<file path="src/rtl/bp_pkg.sv">
// Shared branch-predictor types: update record and arbiter sizing constants.
`ifndef XLEN
`define XLEN 32
`endif

package bp_pkg;

    localparam int BP_XLEN      = `XLEN;
    localparam int BP_UPD_NREQ  = 3;
    localparam int BP_UPD_DEPTH = 8;

    // One predictor training update as it travels retire -> predictor
    typedef struct packed {
        logic [`XLEN-1:0] pc;
        logic             direction;
        logic [`XLEN-1:0] target;
    } bp_update_t;

endpackage

</file>
<file path="src/rtl/bp_upd_fifo.sv">
// Multi-enqueue (up to N_REQ per cycle), single-dequeue in-order FIFO of bp_update_t.
// Caller guarantees room for wr_cnt entries and only dequeues when count != 0.
module bp_upd_fifo
    import bp_pkg::*;
#(
    parameter int N_REQ = BP_UPD_NREQ,
    parameter int DEPTH = BP_UPD_DEPTH,
    localparam int AW   = $clog2(DEPTH),
    localparam int CW   = AW + 1,
    localparam int KW   = $clog2(N_REQ + 1)
) (
    input  logic                   clock,
    input  logic                   reset,
    input  logic [KW-1:0]          wr_cnt,
    input  bp_update_t [N_REQ-1:0] wr_data,
    input  logic                   rd_en,
    output bp_update_t             rd_data,
    output logic [CW-1:0]          count
);

    bp_update_t    mem [DEPTH];
    logic [AW-1:0] head;
    logic [AW-1:0] tail;

    // Pointer and occupancy state; pointers wrap naturally modulo DEPTH
    always_ff @(posedge clock or negedge reset) begin
        if (!reset) begin
            head  <= '0;
            tail  <= '0;
            count <= '0;
        end else begin
            head  <= head + AW'(rd_en);
            tail  <= tail + AW'(wr_cnt);
            count <= count + CW'(wr_cnt) - CW'(rd_en);
        end
    end

    // Storage: the first wr_cnt compacted entries land at tail, tail+1, ...
    always_ff @(posedge clock) begin
        if (reset) begin
            for (int i = 0; i < N_REQ; i++) begin
                if (KW'(i) < wr_cnt) mem[tail + AW'(i)] <= wr_data[i];
            end
        end
    end

    assign rd_data = mem[head];

endmodule

</file>
<file path="src/rtl/bp_update_arbiter.sv">
// Funnels per-slot branch resolutions into one in-order update stream for
// branch_predictor: compacts valid slots, gates acceptance on free space,
// counts discarded requests and drives the predictor update port.
module bp_update_arbiter
    import bp_pkg::*;
#(
    parameter int N_REQ = BP_UPD_NREQ,
    parameter int DEPTH = BP_UPD_DEPTH,
    parameter int CNT_W = 16,
    localparam int CW   = $clog2(DEPTH) + 1,
    localparam int KW   = $clog2(N_REQ + 1)
) (
    input  logic                            clock,
    input  logic                            reset,
    input  logic [N_REQ-1:0]                req_valid,
    input  logic [N_REQ-1:0][BP_XLEN-1:0]   req_pc,
    input  logic [N_REQ-1:0]                req_direction,
    input  logic [N_REQ-1:0][BP_XLEN-1:0]   req_target,
    output logic                            req_ready,
    input  logic                            hold,
    output logic                            update_EN,
    output logic [BP_XLEN-1:0]              update_pc,
    output logic                            update_direction,
    output logic [BP_XLEN-1:0]              update_target,
    output logic [CW-1:0]                   count,
    output logic [CNT_W-1:0]                drop_cnt
);

    localparam logic [CNT_W-1:0] CNT_MAX = {CNT_W{1'b1}};

    bp_update_t [N_REQ-1:0] comp;
    logic [KW-1:0]          k;
    logic [KW-1:0]          wr_cnt;
    bp_update_t             head;
    logic                   nonempty;

    // Pack valid slots oldest-first into comp[0..k-1]; invalid slots leave no gap
    always_comb begin
        k    = '0;
        comp = '0;
        for (int i = 0; i < N_REQ; i++) begin
            if (req_valid[i]) begin
                comp[k].pc        = req_pc[i];
                comp[k].direction = req_direction[i];
                comp[k].target    = req_target[i];
                k = k + KW'(1);
            end
        end
    end

    // Ready depends only on registered occupancy so it never loops back through req_valid
    assign req_ready = (count <= CW'(DEPTH - N_REQ));
    assign wr_cnt    = req_ready ? k : '0;
    assign nonempty  = (count != '0);
    assign update_EN = nonempty && !hold;

    bp_upd_fifo #(.N_REQ(N_REQ), .DEPTH(DEPTH)) u_fifo (
        .clock   (clock),
        .reset   (reset),
        .wr_cnt  (wr_cnt),
        .wr_data (comp),
        .rd_en   (update_EN),
        .rd_data (head),
        .count   (count)
    );

    // Saturating tally of requests presented while the FIFO could not take them
    always_ff @(posedge clock or negedge reset) begin
        if (!reset) begin
            drop_cnt <= '0;
        end else if (!req_ready && k != '0) begin
            if (drop_cnt > CNT_MAX - CNT_W'(k)) drop_cnt <= CNT_MAX;
            else                                drop_cnt <= drop_cnt + CNT_W'(k);
        end
    end

    // Head entry is visible even under hold; zeroed when there is nothing queued
    always_comb begin
        update_pc        = '0;
        update_direction = 1'b0;
        update_target    = '0;
        if (nonempty) begin
            update_pc        = head.pc;
            update_direction = head.direction;
            update_target    = head.target;
        end
    end

endmodule

</file>
<file path="config.mk">
export PLATFORM = sky130hd
export DESIGN_NAME = bp_update_arbiter
export DESIGN_NICKNAME = d
export VERILOG_FILES = /design/src/rtl/bp_pkg.sv /design/src/rtl/bp_upd_fifo.sv /design/src/rtl/bp_update_arbiter.sv
export SDC_FILE = /design/constraint.sdc
export NUM_CORES = 2
export LEC_CHECK = 0
export BUFFER_PORTS_ARGS = -buffer_cell sky130_fd_sc_hd__buf_2
export CAP_MARGIN = 20
export CORE_MARGIN = 5
export CORE_UTILIZATION = 58
export DETAILED_ROUTE_END_ITERATION = 6
export PLACE_DENSITY = 0.77
export SETUP_SLACK_MARGIN = 0.15
export SYNTH_ARGS = -nofsm -noshare
export SYNTH_HDL_FRONTEND = slang
export SYNTH_HIERARCHICAL = 1
export SYNTH_SLANG_ARGS = --single-unit
</file>
<file path="constraint.sdc">
create_clock -name clock -period 7.64 [get_ports clock]
set_input_delay 0.382 -clock clock [delete_from_list [all_inputs] [get_ports clock]]
set_output_delay 0.382 -clock clock [all_outputs]
set_load 0.01 [all_outputs]
</file>
==> run_results.csv <==
group,metric,value,unit
outcome,status,"finished with violations",
outcome,violations,"design-rule violations",
worst_setup_path,startpoint_type,"input pin",
sta,fin_ws,2.72,ns
final_layout,instances_no_fill,4696,
place,placed_cells,4588,
final_layout,fin_util,62.2,%
routing,viasPerCell,7.98,
global_routing,grt_pass1_wl,217000,µm
global_routing,grt_max_degree,216,
routing,wl_per_cell,30.9,µm
floorplanning,ios,288,
flow_run,cap_violations,0,
sta,worst_clock_skew,0.0159,ns
cts,cts_root_buffer,"clkbuf_16",
place,globalplace.congestion,0.833,
cts,cts_max_level,2,
routing,dr.pass1.iters,7,
global_routing,gr-total-overflow,0,
power,total_leakage_power,12.0,nW
worst_setup_path,cp_cell_sequence,"buf_4, inv_1, ha_1, mux2i_1, and2_1, nand4bb_4, o22a_1, o211ai_1, buf_4",
floorplanning,dieArea,69400,µm²
sta,final_max_slew_viol_count,0,
worst_setup_path,cp.arrival,5.17,ns
cts,clkLatencyLatePin,0.64,ns
synthesis,synth.area.top_cells,"edfxtp_1 42%, a31oi_1 8.8%, mux4_2 7.9%",
sta,hold_violations,0,
cts,cts_buffers,59,
power,cellPowerDensity,353,nW/µm²
global_routing,grt_pass1_vias,36211,
place,pre_cts_slack,2.31,ns
cts,cts_tree,"yes",
synthesis,synthArstFlopShare,4.76,%
synthesis,avgSynthCellArea,9.28,µm²
routing,vias,37461,
synthesis,synth_common_cells,"575 x o21ai_0, 526 x nand3_1, 524 x nor3_1",
worst_setup_path,required,7.89,ns
power,vdd_ir_drop_max,0.000521,V
power,power.total,14.0,mW
cts,cts_num_sinks,546,
synthesis,synth_edf_count,520,
synthesis,ys_seq_area_share,43.7,%
synthesis,synth_top_area_share,41.9,%
sta,fmax,0.203,GHz
worst_setup_path,worstSetupEndpointType,"flip-flop",
synthesis,synth_most_common_cell,"o21ai_0",
routing,drt_iter0_drc,7734,
synthesis,ys_seq_elements,546,
sta,slew_headroom,14.0,%
worst_setup_path,critical_path.most_common_cell,"buf_4",
worst_setup_path,crit_type,"in -> reg",
cts,cts.repair.resized,0,
final_layout,final_area,39800,µm²
floorplanning,initial_utilization,58.2,%
sta,tns,0,ns
routing,final_antenna_net_count,0,
final_layout,drive_above_1_share,17.4,%
cts,clock_path_buffers,3,
sta,hold_ws,0.217,ns
place,dpl_cell_area,37900,µm²
place,port_buffers,287,
floorplanning,fp.dieW,263,µm
global_routing,antenna_found_initial,5,
sta,setup_violations,0,
floorplanning,row_count,93,
worst_setup_path,crit_buf_inv,3,
worst_setup_path,crit_fanout,68,
floorplanning,die_y,263,µm
place,hpwl,70600,µm
synthesis,syn_area,37200,µm²
hold_path,hp-class,"in -> reg",
synthesis,ys_types,57,
synthesis,synth_flop_cell,"edfxtp_1",
routing,wl,145000,µm
cts,clkTransAtPathRegs,0.06,ns
worst_setup_path,max_stage_delay,0.84,ns
worst_setup_path,critPathTopFamily,"buffers and inverters",
sta,tightest_slew,1.29,ns
worst_setup_path,slowest_stage,"nand4bb_4",
routing,post-route-drc-count,4,
synthesis,syn-instance-count,4016,
synthesis,ys_warn_count,6,
sta,finalCriticalPeriod,4.92,ns
final_layout,nets,4018,
synthesis,synth_nets,4235,
synthesis,yosys.area.top_type,"edfxtp_1",
sta,fin_crit_sh,64.4,%
global_routing,grt_usage,39.4,%
sta,rsz0062_at_grt,"no",
floorplanning,core_area,64000,µm²
final_layout,syn_to_final_growth,6.82,%
==> cells in the final DEF (no fill, tap or decap), drive strengths merged, types with 4 or more instances in the layout <==
master	synthesis	final
o21ai	586	586
nand3	526	526
nor3	526	526
a31oi	523	523
edfxtp	520	520
buf	230	357
mux4	130	130
nand2	80	80
clkbuf	408	77
nor2b	71	71
mux2	69	69
and3	66	66
a22oi	65	65
a22o	65	65
dfrtp	26	26
clkinv	0	22
inv	18	18
ha	15	15
a21oi	13	13
nor2	10	10
or2	9	9
o211ai	5	5
xnor2	5	5
and4	5	5
and2	4	4
==> sequential cells by signal, summed over array words and instances (netlist names) <==
| register | flops |
|---|---|
| u_fifo/tail | 3 |
| u_fifo/count | 4 |
| u_fifo/mem | 520 |
| u_fifo/head | 3 |
| drop_cnt | 16 |
==> what timing repair did <==
item	CTS	global route
endpoints found under the hold margin	26	0
hold buffers	1	0
setup buffers	0	0
==> cell families after synthesis <==
logic type	synth area share (%)
AND/OR/NAND/NOR	18.0
AO/OA/AOI/OAI	20.2
buffers and inverters	7.21
flip-flops	43.7
multiplexers	9.97
adder cells (fa/ha/maj)	0.665
XOR/XNOR	0.228
==> path summary, 6_finish.rpt <==
kind,start,end,slack [ns],depth (start not counted)
setup / recovery,req_valid[0],u_fifo/mem[5][10],2.72,9
hold / removal,hold,u_fifo/head[0],0.22,3
setup reg to reg,u_fifo/count[2],u_fifo/mem[5][10],3.27,6
hold reg to reg,drop_cnt[15],drop_cnt[15],0.55,1
max in group asynchronous,reset,u_fifo/head[2],6.92,3
min in group asynchronous,reset,drop_cnt[3],0.33,3
==> worst min-delay path, delay by kind of cell <==
| family | cells | cell delay [ns] |
|---|---|---|
| and+or+nand+nor | 1 | 0.08 |
| adders and majority gates | 1 | 0.28 |
| buffers and inverters | 1 | 0.08 |
==> per-layer routing <==
metal / up-vias / GRT usage (%) / wire [µm]
met4: 8 / 23.7 / 10300
met2: 4080 / 58.6 / 63100
met5: - / 0 / 55
met3: 932 / 11.9 / 25000
li1: 15195 / - / -
met1: 17246 / 51.2 / 46700
==> power breakdown <==
part	internal (mW)	total (mW)	leakage, nW	switching (mW)
sequential	3.86	4.20	5.07	0.340
clock	1.54	2.76	0.864	1.22
combinational	2.07	7.08	6.11	5.01
total	7.47	14.0	12.0	6.57
==> final cells by class <==
cell class	instances	area, µm²
inverter	18	67.6
sequential	546	16300
timing repair buffer	360	2090
clock buffer	75	1580
multi-input combinational	2814	18500
tap	855	1070
fill	5264	24200
clock inverter	27	198
antenna	1	2.50
(Power assumes the default switching activity.)
